==> src/rtl/sevenseg_capture.sv <==
// Seven-segment bus monitor: settles each anode slot, decodes the lit glyph back to hex per digit.
// Define SEVENSEG_CAPTURE_DP_EN to also capture the decimal point per digit.
module sevenseg_capture #(
    parameter int unsigned NDIG   = 6,
    parameter int unsigned STABLE = 4
) (
    input  logic                clk,
    input  logic                rst_n,
    input  logic [7:0]          an_n,
    input  logic [6:0]          segs_n,
    input  logic                dp_n,
    output logic [4*NDIG-1:0]   digits,
    output logic [NDIG-1:0]     dps,
    output logic [NDIG-1:0]     digit_ok,
    output logic                frame_valid,
    output logic                err
);

`ifdef SEVENSEG_CAPTURE_DP_EN
    localparam int unsigned BW = 16;
`else
    localparam int unsigned BW = 15;
`endif

    logic [BW-1:0] bus;
    logic [BW-1:0] s1_q, s2_q;

`ifdef SEVENSEG_CAPTURE_DP_EN
    assign bus = {an_n, segs_n, dp_n};
`else
    assign bus = {an_n, segs_n};
    logic unused_dp_n;
    assign unused_dp_n = dp_n;
`endif

    always_ff @(posedge clk or negedge rst_n) begin
        if (!rst_n) begin
            s1_q <= '1;
            s2_q <= '1;
        end else begin
            s1_q <= bus;
            s2_q <= s1_q;
        end
    end

    // s1 vs s2 is the next-cycle view of s2 vs its delayed copy, so the counter
    // clears on the same edge the new value lands in s2.
    logic [7:0] cnt_q, cnt_d;
    logic       capture;

    always_comb begin
        cnt_d   = cnt_q;
        capture = 1'b0;
        if (s1_q != s2_q) begin
            cnt_d = '0;
        end else if (cnt_q < 8'(STABLE)) begin
            cnt_d   = cnt_q + 8'd1;
            capture = (cnt_q == 8'(STABLE - 1));
        end
    end

    always_ff @(posedge clk or negedge rst_n) begin
        if (!rst_n) begin
            cnt_q <= '0;
        end else begin
            cnt_q <= cnt_d;
        end
    end

    // Returns {legal, value}; unknown patterns decode to {0, 0}.
    function automatic logic [4:0] decode(input logic [6:0] p);
        case (p)
            7'h3F:   return {1'b1, 4'h0};
            7'h06:   return {1'b1, 4'h1};
            7'h5B:   return {1'b1, 4'h2};
            7'h4F:   return {1'b1, 4'h3};
            7'h66:   return {1'b1, 4'h4};
            7'h6D:   return {1'b1, 4'h5};
            7'h7D:   return {1'b1, 4'h6};
            7'h07:   return {1'b1, 4'h7};
            7'h7F:   return {1'b1, 4'h8};
            7'h6F:   return {1'b1, 4'h9};
            7'h77:   return {1'b1, 4'hA};
            7'h7C:   return {1'b1, 4'hB};
            7'h39:   return {1'b1, 4'hC};
            7'h5E:   return {1'b1, 4'hD};
            7'h79:   return {1'b1, 4'hE};
            7'h71:   return {1'b1, 4'hF};
            default: return 5'h00;
        endcase
    endfunction

    logic [7:0]      low;
    logic [6:0]      pat;
    logic [4:0]      glyph;
    logic [3:0]      nlow;
    logic            single, multi;
    logic [NDIG-1:0] sel;

    assign low   = ~s2_q[BW-1 -: 8];
    assign pat   = ~s2_q[BW-9 -: 7];
    assign glyph = decode(pat);

    always_comb begin
        nlow = '0;
        for (int i = 0; i < 8; i++) begin
            nlow = nlow + {3'b000, low[i]};
        end
    end

    assign single = (nlow == 4'd1);
    assign multi  = (nlow > 4'd1);
    // A single low anode at index >= NDIG falls outside the slice and selects nothing.
    assign sel    = (capture && single) ? low[NDIG-1:0] : '0;

    logic [4*NDIG-1:0] digits_q, digits_d;
    logic [NDIG-1:0]   ok_q, ok_d;
    logic [NDIG-1:0]   seen_q, seen_d, seen_upd;
    logic              frame_q, frame_d;
    logic              err_q, err_d;

    assign seen_upd = seen_q | sel;

    always_comb begin
        digits_d = digits_q;
        ok_d     = ok_q;
        seen_d   = seen_q;
        frame_d  = 1'b0;
        err_d    = err_q | (capture & multi);
        for (int i = 0; i < NDIG; i++) begin
            if (sel[i]) begin
                digits_d[4*i +: 4] = glyph[3:0];
                ok_d[i]            = glyph[4];
            end
        end
        if (|sel) begin
            // The completing capture closes the frame and is not carried into the next one.
            if (&seen_upd) begin
                frame_d = 1'b1;
                seen_d  = '0;
            end else begin
                seen_d = seen_upd;
            end
        end
    end

    always_ff @(posedge clk or negedge rst_n) begin
        if (!rst_n) begin
            digits_q <= '0;
            ok_q     <= '0;
            seen_q   <= '0;
            frame_q  <= 1'b0;
            err_q    <= 1'b0;
        end else begin
            digits_q <= digits_d;
            ok_q     <= ok_d;
            seen_q   <= seen_d;
            frame_q  <= frame_d;
            err_q    <= err_d;
        end
    end

`ifdef SEVENSEG_CAPTURE_DP_EN
    logic [NDIG-1:0] dps_q;

    always_ff @(posedge clk or negedge rst_n) begin
        if (!rst_n) begin
            dps_q <= '0;
        end else begin
            for (int i = 0; i < NDIG; i++) begin
                if (sel[i]) begin
                    dps_q[i] <= ~s2_q[0];
                end
            end
        end
    end

    assign dps = dps_q;
`else
    assign dps = '0;
`endif

    assign digits      = digits_q;
    assign digit_ok    = ok_q;
    assign frame_valid = frame_q;
    assign err         = err_q;

endmodule

==> config.mk <==
export PLATFORM = sky130hd
export DESIGN_NAME = sevenseg_capture
export DESIGN_NICKNAME = d
export VERILOG_FILES = /design/src/rtl/sevenseg_capture.sv
export SDC_FILE = /design/constraint.sdc
export NUM_CORES = 1
export LEC_CHECK = 0
export ABC_AREA = 1
export CAP_MARGIN = 40
export CORE_ASPECT_RATIO = 0.75
export CORE_UTILIZATION = 50
export CTS_BUF_LIST = sky130_fd_sc_hd__clkbuf_8
export DETAILED_ROUTE_END_ITERATION = 10
export PLACE_DENSITY = 0.78
export SETUP_SLACK_MARGIN = 0.15
export SLEW_MARGIN = 20
export SYNTH_ARGS = -nofsm -noshare
export SYNTH_HDL_FRONTEND = slang
export SYNTH_SLANG_ARGS = --single-unit
==> constraint.sdc <==
create_clock -name clk -period 3.9 [get_ports clk]
set_input_delay 0.585 -clock clk [delete_from_list [all_inputs] [get_ports clk]]
set_output_delay 0.585 -clock clk [all_outputs]
set_load 0.1 [all_outputs]
# After elaboration in Yosys (flattened, before gate mapping)
# Cells that the tools add are included.
# totals
reg_bits	76
latch_bits	0
ramBits	0
mem_bits_ro	0
input_bits	18
out_inout_bits	38
wordCells	65
mem_count	0
# classes
add_sub_neg	8
multipliers	0
n_div	0
n_lt_le_gt_ge	2
eq_ne	19
shift	0
mux	9
bitwise_logic	5
reduce_logical	4
# ops
op	count
7-bit == test, second input constant	12
5-bit one-hot mux with 16 select lines	1
4-bit by 1-bit adder with 4-bit output	4
8-bit 2-to-1 mux	2
15-bit != test	1
7-bit by 3-bit == test with 1-bit output, second input constant	2
7-bit by 6-bit == test with 1-bit output, second input constant	2
6-bit 2-to-1 mux	2
8-bit by 1-bit adder with 8-bit output, second input constant	1
8-bit by 2-bit == test with 1-bit output, second input constant	1
8-bit by 3-bit less-than comparator with 1-bit output, second input constant	1
8-bit NOT	1
7-bit NOT	1
6-bit bitwise OR	1
6-bit AND reduction	1
6-bit OR reduction	1
3-bit by 1-bit adder with 4-bit output	1
4-bit by 1-bit == test with 1-bit output, second input constant	1
4-bit by 1-bit > comparator with 1-bit output, second input constant	1
1-bit 2-to-1 mux	4
2-bit by 1-bit adder with 3-bit output	1
1-bit by 1-bit adder with 2-bit output	1
2-bit nonzero test	1
1-bit AND	1
2 further kinds	2

# Depth between registers and ports, before layout
# Gate-level depths: netlist (run 1).
# logic_depth
word_depth	15
ltp_mapped	17
ltp_nobuf	17

# Least setup slack after synthesis (run 1)
# Ideal clock, no wire load.
# synth_path
path_type	register -> register
from	reg s2_q[8]
to	reg seen_q[0]
setup_ns	0.120
arrival_time_ns	3.692
t_required_ns	3.780
slack_ns	0.089
stages_incl_launch_ff	17
n_path_buf	0
synth_period_minus_slack_ns	3.811
cell_sequence	dfstp_2 fa_1 inv_1 fa_1 fa_1 ha_1 fa_1 inv_1 nand2_1 nor2_1 nand4_1 nand2_1 nand2_1 inv_2 nand2_2 nor2_4 nor2_1
# synth_between
elab_chain_cells	14
elab_cells_between_ends	17
classes_between	add/sub: 7; eq/ne: 2; mux: 3; bitwise: 2; reduce/logical: 3
# synth_rtl
item	line_no	rtl
start, declared	26	logic [BW-1:0] s1_q, s2_q;
start signal, assigned	42	s2_q <= s1_q;
8-bit NOT	100	assign low = ~s2_q[BW-1 -: 8];
1-bit by 1-bit adder with 2-bit output	107	nlow = nlow + {3'b000, low[i]};
2-bit by 1-bit adder with 3-bit output	107	
3-bit by 1-bit adder with 4-bit output	107	
4-bit by 1-bit adder with 4-bit output (4 in a row)	107	
4-bit by 1-bit == test with 1-bit output	111	assign single = (nlow == 4'd1);
1-bit logical AND	114	assign sel = (capture && single) ? low[NDIG-1:0] : '0;
6-bit 2-to-1 mux (*)	114	
6-bit bitwise OR	122	assign seen_upd = seen_q | sel;
6-bit AND reduction	138	if (&seen_upd) begin
6-bit 2-to-1 mux	138	
end signal, assigned	157	seen_q <= seen_d;
end, declared	118	logic [NDIG-1:0] seen_q, seen_d, seen_upd;
# Every way passes the cells marked *; elsewhere a longest branch is shown, timed or not.
# A chain may end at the register's enable or synchronous reset.

# Final worst setup path (run 1)
# layout_path
from	reg s2_q[7]
to	reg seen_q[3]
# The elaborated chain is that of the path after synthesis.

==> flow_summary.json, run 1 <==
{
  "outcome": "finished with violations",
  "violations": "design-rule violations, negative setup slack",
  "overflow": 0,
  "antenna_found_initial": 0,
  "fin_crit_ns": 3.96,
  "relSlewSlack_pct": 54.5,
  "io_pins": 56,
  "fin_crit_sh_pct": 102,
  "critical-path-slowest-cell": "fa_1",
  "endpoint_kind": "flop",
  "p_comb_share_pct": 11.7,
  "fin_skew_ns": 0.0139,
  "ys_warn_count": 0,
  "num-nets-final": 539,
  "ff2ff_path_depth": 16,
  "grt_pass1_vias": 3036,
  "dp.cells": 571,
  "fmax_mhz": 252,
  "regArea_sq_mm": 0.00194,
  "cts_tree": "yes",
  "r2r_end": "seen_q[3]",
  "critPathBufInv": 3,
  "synthFlopType": "dfrtp_1",
  "yosys-top-cells-area": "dfrtp_1, dfstp_2, nand2_1, inv_1, nor2_1",
  "cp_data_required_time_ns": 4.15,
  "clk_path_buf_depth": 2,
  "fin_ws_ns": -0.0610,
  "syn_avg_cell_area_sq_um": 8.60,
  "netlist_area_sq_mm": 0.00348,
  "cts_max_level": 3,
  "clock-sinks": 76,
  "critPathLaunch": "s2_q[7]",
  "drive_gt1_share_pct": 28.8,
  "synthDistinctLibCells": 29,
  "grt.total_usage_pct": 25.2,
  "dieArea_sq_mm": 0.00729,
  "grt_setup_unrepaired": "true",
  "dp_hpwl_microns": 5960,
  "synth_common_cells": "nand2_1, inv_1, dfrtp_1",
  "seqPwrFrac_pct": 49.5,
  "via_count": 3163,
  "fillCellCount": 378,
  "layout.cells.non_filler": 599,
  "finalSetupViolCount": 6,
  "clockRootBuffer": "clkbuf_8",
  "grt_start_max_net_pins": 42,
  "grt_pass1_wl_microns": 14000,
  "syn_inst": 404,
  "clk_pin_slew_ns": 0.07,
  "crit_path_cell_trace": "fa_1 -> inv_2 -> fa_1 -> fa_1 -> ha_2 -> fa_1 -> inv_2 -> nand2_2 -> nor2_4 -> nand4_1 -> nand2_1 -> nand2_1 -> inv_2 -> nand2_2 -> nor2_4 -> nor2_1",
  "finalWirelength_microns": 9130,
  "areaGrowthSynthToFinish_pct": 44.7,
  "die_w_microns": 98.3,
  "post_dp_cell_area_sq_mm": 0.00456,
  "power_density_mw_per_mm2": 335,
  "yosysTopAreaCellShare_pct": 33.1,
  "power_switching_w": 0.000448,
  "ant_nets": 0,
  "critical_path_depth": 16,
  "start_util_pct": 53.4,
  "cts_buffers": 9,
  "cp.arrival_ns": 4.21,
  "async_reset_ff_share_pct": 100,
  "pwr-share-clk_pct": 38.8,
  "cp_slowest_stage_delay_ns": 0.56,
  "synth_edf_count": 0,
  "vdd.ir_drop.worst_mv": 0.292,
  "core_sq_mm": 0.00651,
  "clock_latency_ns": 0.37,
  "reg2reg_from": "s2_q[7]",
  "maxCapViolations": 0,
  "sw_frac_of_total_pct": 26.6,
  "synth_most_common_cell": "nand2_1",
  "crit_path_start_kind": "flop",
  "row_count": 25,
  "drc": 1,
  "wl_per_cell_microns": 15.2,
  "hold_viol": 0,
  "ys_seq_area_share_pct": 55.8,
  "drv_slew": 0,
  "path_common_cell": "fa_1",
  "die_h_microns": 74.2,
  "antenna-diode-count": 0,
  "dp_slack_ns": 0.0158,
  "intPower_w": 0.00124,
  "dr.pass1.iters": 8,
  "p_leak_nw": 2.56,
  "multi_input_area_sq_mm": 0.00135,
  "design_area_sq_mm": 0.00503,
  "reg2reg_slack_ns": -0.06,
  "synth_seq_cells": 76,
  "crit_family": "adder cells",
  "tightest_slew_ns": 0.681,
  "place_congestion": 0.958,
  "crit_path_max_fanout": 7,
  "via_per_inst": 5.28,
  "endpoint": "seen_q[3]",
  "portBuffers": 48,
  "yosys.area.top_type": "dfrtp_1",
  "hp-class": "primary input to async pin",
  "drt_iter0_markers": 226,
  "worstSetupPathType": "flop to flop"
}
-- cell type report --
cell class                      instances  area share (%)
Inverter                               69            5.74
Sequential cell                        76            38.5
Clock buffer                            9            2.46
Tap cell                               81            2.01
Clock inverter                          7            1.82
Timing Repair Buffer                  100            22.6
Multi-Input combinational cell        257            26.8
-- worst min path at each step --
stage | end | slack (ns) | start
after floorplan | cnt_q[0] | 0.29 | rst_n
after global placement | s2_q[0] | 0.36 | s1_q[0]
after detailed placement | s2_q[12] | 0.37 | s1_q[12]
after CTS | s1_q[13] | 0.31 | rst_n
after global routing | s1_q[13] | 0.33 | rst_n
final | s1_q[9] | 0.30 | rst_n
-- cell usage in the layout (no fill, tap or decap), drive strengths merged, types with 2 or more instances in the layout --
cell type,instances
bufinv,2
ha,4
conb,6
xor2,2
fa,4
o21ai,10
a21oi,4
nor3,5
clkinv,5
clkinvlp,3
dfstp,30
nand3,9
clkdlybuf4s50,47
nand2,133
a31oi,6
clkbuf,9
xnor2,4
nand4,14
buf,53
inv,66
nor4,3
nor2,48
dfrtp,46
-- sequential cells by signal, summed over array words and instances, names as in the netlist --
| name | flops |
|---|---|
| digit_ok | 6 |
| err | 1 |
| frame_valid | 1 |
| s1_q | 15 |
| s2_q | 15 |
| digits | 24 |
| seen_q | 6 |
| cnt_q | 8 |
-- power groups by stage --
stage	clock, W	combinational [W]	sequential (W)
floorplan	0	0.000120	0.000843
global placement	0	0.000161	0.000846
detailed placement	0	0.000168	0.000848
CTS	0.000661	0.000185	0.000834
global route	0.000691	0.000215	0.000836
finish	0.000653	0.000197	0.000834
-- metrics by stage --
stage	util [%]	hold slack [ns]	setup TNS [ns]	power [W]
after floorplan	-	0.289	0	0.000963
after global placement	62.7	0.364	0	0.00101
after detailed placement	70.1	0.366	0	0.00102
after CTS	74.2	0.307	0	0.00168
after global routing	77.3	0.333	-1.58	0.00174
final	77.3	0.300	-0.287	0.00168
-- layer usage --
layer / share of wire (%) / GRT usage (%)
met5: 0 / 0
met2: 50 / 44.4
met1: 40 / 31.0
met4: 3.0 / 9.95
met3: 6.9 / 5.92
-- what timing repair did --
item	4_1_cts	5_1_grt
hold buffers	0	0
resized for setup	11	53
endpoints found under the setup margin	34	37
pin swaps	9	18
endpoints found under the hold margin	0	0
buffers inserted	5	7
-- kinds of logic after synthesis --
logic type,share of synthesized area [%]
buffers and inverters,9.07
and+or+nand+nor,25.8
DFF,55.8
other,0.108
adders and majority gates,3.74
xor gates and xnor gates,1.51
AOI/OAI and AO/OA,3.96
(Power assumes the default switching activity.)
==> inputs of run 2 (changes only) <==
--- a/config.mk
+++ b/config.mk
@@ -11,6 +11,7 @@
 export CORE_UTILIZATION = 50
 export CTS_BUF_LIST = sky130_fd_sc_hd__clkbuf_8
 export DETAILED_ROUTE_END_ITERATION = 10
+export GPL_TIMING_DRIVEN = 0
 export PLACE_DENSITY = 0.78
 export SETUP_SLACK_MARGIN = 0.15
 export SLEW_MARGIN = 20
==> run 2 against run 1 <==
Against the previous run:
- the run ends with negative setup slack left
- count of clock-buffer cells in the layout is 1 higher
- sequential cell count is the same
- sequential share of layout area shrank 0.40 points
- cell count grew 0.83%
- global-route usage grew 0.83 points
- first-iteration DRC count grew 10%
- non-clock buffer count increased by 5
- worst hold slack lost 0.14 ns
- highest routed layer unchanged
==> flow_summary.json, run 2 (synthesis results as in run 1) <==
{
  "antenna-diode-count": 0,
  "antenna_found_initial": 0,
  "fillCellCount": 372,
  "wl_met2_microns": 4810,
  "drc": 0,
  "drt_iter0_markers": 249,
  "grt_setup_unrepaired": "true",
  "drive_gt1_share_pct": 28.9,
  "outcome": "finished with violations",
  "hold_viol": 0,
  "cts_hold_buf": 0,
  "tightest_slew_ns": 0.639,
  "dr.pass1.iters": 6,
  "num-nets-final": 544,
  "clock-sinks": 76,
  "vdd.ir_drop.worst_mv": 0.299,
  "violations": "negative setup slack",
  "post_dp_cell_area_sq_mm": 0.00458,
  "finalSetupViolCount": 9,
  "cp_data_required_time_ns": 4.15,
  "wl_met1_microns": 3870,
  "portBuffers": 48,
  "clock_latency_ns": 0.37,
  "die_w_microns": 98.3,
  "crit_path_cell_trace": "fa_1 -> inv_2 -> fa_1 -> fa_1 -> ha_2 -> fa_2 -> inv_2 -> nand2_2 -> nor2_4 -> nand4_1 -> nand2_1 -> nand2_1 -> inv_2 -> nand2_2 -> nor2_4 -> nor2_1",
  "topRoutingLayerUsed": "met4",
  "crit_family": "adder cells",
  "routed-wl-met3_microns": 816,
  "fin_util_pct": 78.1,
  "die_h_microns": 74.2,
  "worstSetupPathType": "flop to flop",
  "crit_path_max_fanout": 7,
  "cp.arrival_ns": 4.39,
  "drv_slew": 0,
  "grt_pass1_wl_microns": 14300,
  "final_cell_mix": "nand2_1, inv_1, clkdlybuf4s50_1",
  "fin_ws_ns": -0.237,
  "final_common_cell": "nand2_1",
  "via_count": 3232,
  "crit_path_start_kind": "flop",
  "areaGrowthSynthToFinish_pct": 46.3,
  "io_pins": 56,
  "clockRootBuffer": "clkbuf_8",
  "hp-class": "primary input to async pin",
  "core_sq_mm": 0.00651,
  "critPathBufInv": 3,
  "fmax_mhz": 242,
  "largest_reg_flops": 24,
  "row_count": 25,
  "grt.total_usage_pct": 26.1,
  "grt_start_max_net_pins": 42,
  "maxCapViolations": 0,
  "via_per_inst": 5.35,
  "cts_buffers": 9,
  "start_util_pct": 53.4,
  "critical-path-slowest-cell": "dfstp_2",
  "cts_tree": "yes",
  "cts_max_level": 3,
  "relSlewSlack_pct": 57.2,
  "dieArea_sq_mm": 0.00729,
  "finalWirelength_microns": 10000,
  "place_congestion": 0.962,
  "clk_path_buf_depth": 2,
  "design_area_sq_mm": 0.00508,
  "clk_pin_slew_ns": 0.09,
  "ant_nets": 0,
  "wl_per_cell_microns": 16.6,
  "dp_hpwl_microns": 6110,
  "power_density_mw_per_mm2": 328,
  "endpoint_kind": "flop",
  "fin_skew_ns": 0.0139,
  "p_leak_nw": 2.57,
  "fin_crit_sh_pct": 106,
  "cp_slowest_stage_delay_ns": 0.57,
  "fin_crit_ns": 4.14,
  "overflow": 0,
  "grt_pass1_vias": 3127
}
run 2: cell types whose count changed in the layout (fill, tap and decap cells not counted), moves of 2 or more:
cell     previous run  this run
nand2_2            18        16
o21ai_1             0         3
buf_4              15        18
nand2_1           111       115
nor2_4              5         8
inv_8               0         3
o21ai_2             3         0
inv_2              12        10
nor2_1             40        38
nand2_4             4         2
run 2: where the power goes:
| part | switching, W | internal (W) |
|---|---|---|
| clock | 0.000305 | 0.000312 |
| sequential | 0.0000161 | 0.000817 |
| combinational | 0.000141 | 0.0000781 |
run 2: metrics by stage:
step	power (W)	instances	setup TNS (ns)	hold slack (ns)	setup slack (ns)
after floorplan	0.000963	409	0	0.289	0.166
after global placement	0.00101	538	-11.28	0.363	-0.224
after detailed placement	0.00102	571	-2.96	0.364	-0.380
after CTS	0.00163	594	0	0.179	0.152
after global routing	0.00173	604	-2.59	0.188	-0.291
final	0.00167	604	-1.48	0.156	-0.237
run 2: what timing repair did:
item,CTS,global route
setup endpoints to repair,36,31
pin swaps,12,18
setup buffers,7,10
gates resized for setup,5,63
run 2: worst paths after layout:
path	startpoint	to	slack [ns]	cells after the start
hold reg to reg	s1_q[1]	s2_q[1]	0.37	0
hold / removal	rst_n	seen_q[1]	0.16	1
setup reg to reg	s2_q[8]	seen_q[2]	-0.24	16
min in group clk	s1_q[1]	s2_q[1]	0.37	0
max in group asynchronous	rst_n	s2_q[12]	3.12	2
setup / recovery	s2_q[8]	seen_q[2]	-0.24	16
run 2: layer usage:
metal | GRT usage (%) | up-vias
met2 | 44.0 | 195
met4 | 14.4 | 0
met5 | 0 | -
li1 | - | 1460
met1 | 30.5 | 1531
met3 | 8.36 | 46
run 2: cell type report:
type	instances	area, sq um	area share, %
inverter	69	297	5.83
tap	81	101	1.99
clock buffer	10	138	2.71
timing repair buffer	98	1140	22.5
multi-input combinational	257	1350	26.5
sequential	76	1940	38.1
clock inverter	6	62.6	1.23
buffer	7	56.3	1.11
==> inputs of run 3 (changes only) <==
--- a/config.mk
+++ b/config.mk
@@ -10,6 +10,7 @@
 export CORE_ASPECT_RATIO = 0.75
 export CORE_UTILIZATION = 50
 export CTS_BUF_LIST = sky130_fd_sc_hd__clkbuf_8
+export CTS_CLUSTER_SIZE = 25
 export DETAILED_ROUTE_END_ITERATION = 10
 export GPL_TIMING_DRIVEN = 0
 export PLACE_DENSITY = 0.78
==> constraint.sdc (replaced) <==
create_clock -name clk -period 3.9 [get_ports clk]
set_input_delay 0.585 -clock clk [delete_from_list [all_inputs] [get_ports clk]]
set_output_delay 0.585 -clock clk [all_outputs]
set_load 0.01 [all_outputs]
==> run 3 against run 2 <==
Against the previous run:
- global-route usage down 4.0 points
- die area stayed put
- combinational power shrank 13%
- cell count is 5.3% lower
- non-clock buffer count decreased by 32
- final area fell by 12%
- count of clock-buffer cells in the layout unchanged
- highest routed layer unchanged
- register-to-register slack improved by 0.34 ns
- first-iteration DRC count decreased by 30%
- clock skew shrank 0.0044 ns
- the run ends with design-rule violations left
==> flow_summary.json, run 3 (synthesis results as in run 1) <==
{
  "outcome": "finished with violations",
  "ant_nets": 0,
  "crit_path_start_kind": "flop",
  "dp_hpwl_microns": 5250,
  "clk_pin_slew_ns": 0.08,
  "grt_pass1_vias": 2831,
  "portBuffers": 48,
  "critical-path-slowest-cell": "fa_1",
  "antenna-diode-count": 0,
  "finalSetupViolCount": 0,
  "p_leak_nw": 2.29,
  "path_common_cell": "fa_1",
  "hold_viol": 0,
  "vdd.ir_drop.worst_mv": 0.253,
  "drc": 1,
  "hp-class": "primary input to async pin",
  "core_sq_mm": 0.00651,
  "total_power_w": 0.00160,
  "drt_iter0_markers": 174,
  "place_congestion": 0.962,
  "dr.pass1.iters": 8,
  "via_per_inst": 4.96,
  "io_pins": 56,
  "crit_path_cell_trace": "fa_1 -> inv_2 -> fa_1 -> fa_1 -> ha_2 -> fa_2 -> nor2_1 -> a21oi_2 -> nor2_4 -> buf_6 -> nand4_1 -> nand2_1 -> nand2_1 -> inv_1 -> nand2_2 -> nor2_4 -> nor2_1",
  "start_util_pct": 53.4,
  "worstSetupPathType": "flop to flop",
  "cp.arrival_ns": 4.03,
  "crit_path_max_fanout": 6,
  "wl_per_cell_microns": 12.8,
  "grt_start_max_net_pins": 42,
  "final_cell_mix": "nand2_1, inv_1, clkdlybuf4s50_1",
  "post_dp_cell_area_sq_mm": 0.00410,
  "fin_crit_sh_pct": 97.5,
  "fin_crit_ns": 3.80,
  "fin_skew_ns": 0.00951,
  "areaGrowthSynthToFinish_pct": 28.8,
  "die_h_microns": 74.2,
  "grt_setup_unrepaired": "true",
  "relSlewSlack_pct": 59.7,
  "via_count": 2836,
  "clk_path_buf_depth": 2,
  "die_w_microns": 98.3,
  "drive_gt1_share_pct": 20.6,
  "final_common_cell": "nand2_1",
  "clock_latency_ns": 0.35,
  "crit_family": "adder cells",
  "antenna_found_initial": 0,
  "cts_tree": "yes",
  "endpoint_kind": "flop",
  "dieArea_sq_mm": 0.00729,
  "largest_reg_flops": 24,
  "cts_hold_buf": 0,
  "maxCapViolations": 0,
  "tightest_slew_ns": 0.600,
  "critPathBufInv": 3,
  "design_area_sq_mm": 0.00448,
  "overflow": 0,
  "clockRootBuffer": "clkbuf_8",
  "fmax_mhz": 263,
  "violations": "design-rule violations",
  "drv_slew": 0,
  "cts_buffers": 9,
  "row_count": 25,
  "finalWirelength_microns": 7310,
  "power_density_mw_per_mm2": 358,
  "grt_pass1_wl_microns": 12500,
  "grt.total_usage_pct": 22.1,
  "cts_max_level": 3,
  "cp_slowest_stage_delay_ns": 0.55,
  "num-nets-final": 512,
  "cp_data_required_time_ns": 4.13,
  "clock-sinks": 76
}
-- run 3: where the power goes --
part | leakage (nW) | internal, W | switching, W | total, W
logic | 1.23 | 0.0000825 | 0.000107 | 0.000190
registers | 0.959 | 0.000817 | 0.0000152 | 0.000832
clock network | 0.101 | 0.000306 | 0.000275 | 0.000581
total | 2.29 | 0.00121 | 0.000398 | 0.00160
-- run 3: final timing paths --
check,to,slack [ns],cells after the start,from
max in group asynchronous,s2_q[12],3.12,2,rst_n
worst max-delay path,seen_q[5],0.1,17,s2_q[7]
worst min-delay path,seen_q[0],0.18,1,rst_n
worst max register to register,seen_q[5],0.1,17,s2_q[7]
worst min register to register,s2_q[0],0.38,0,s1_q[0]
min in group clk,s2_q[0],0.38,0,s1_q[0]
-- run 3: area by class of cell --
type | count | area (sq um)
Buffer | 7 | 56.3
Inverter | 69 | 269
Clock inverter | 6 | 55.1
Sequential cell | 76 | 1940
Timing Repair Buffer | 66 | 644
Fill cell | 504 | 2030
Clock buffer | 10 | 138
Multi-Input combinational cell | 257 | 1270
Tap cell | 81 | 101
-- run 3: timing repair --
action,4_1_cts,5_1_grt
setup buffers,11,6
setup endpoints to repair,37,32
gates resized for setup,3,25
pin swaps,12,13
-- run 3: metrics by stage --
| step | util [%] | hold WS, ns | std cells | setup TNS (ns) | setup slack (ns) |
|---|---|---|---|---|---|
| after floorplan | - | 0.289 | 409 | 0 | 0.166 |
| after global routing | 68.8 | 0.207 | 572 | -0.243 | -0.0426 |
| after detailed placement | 63.0 | 0.366 | 539 | -2.55 | -0.326 |
| after CTS | 67.3 | 0.192 | 566 | 0 | 0.161 |
| after global placement | 62.7 | 0.363 | 538 | -11.28 | -0.224 |
| final | 68.8 | 0.181 | 572 | 0 | 0.0991 |
-- run 3: metal layers --
layer | vias up | track usage (%) | part of all wire, %
met5 | - | 0 | 0
met4 | 0 | 5.97 | 1.4
met3 | 15 | 7.80 | 5.5
met2 | 84 | 36.2 | 46
met1 | 1333 | 28.5 | 47
li1 | 1404 | - | -
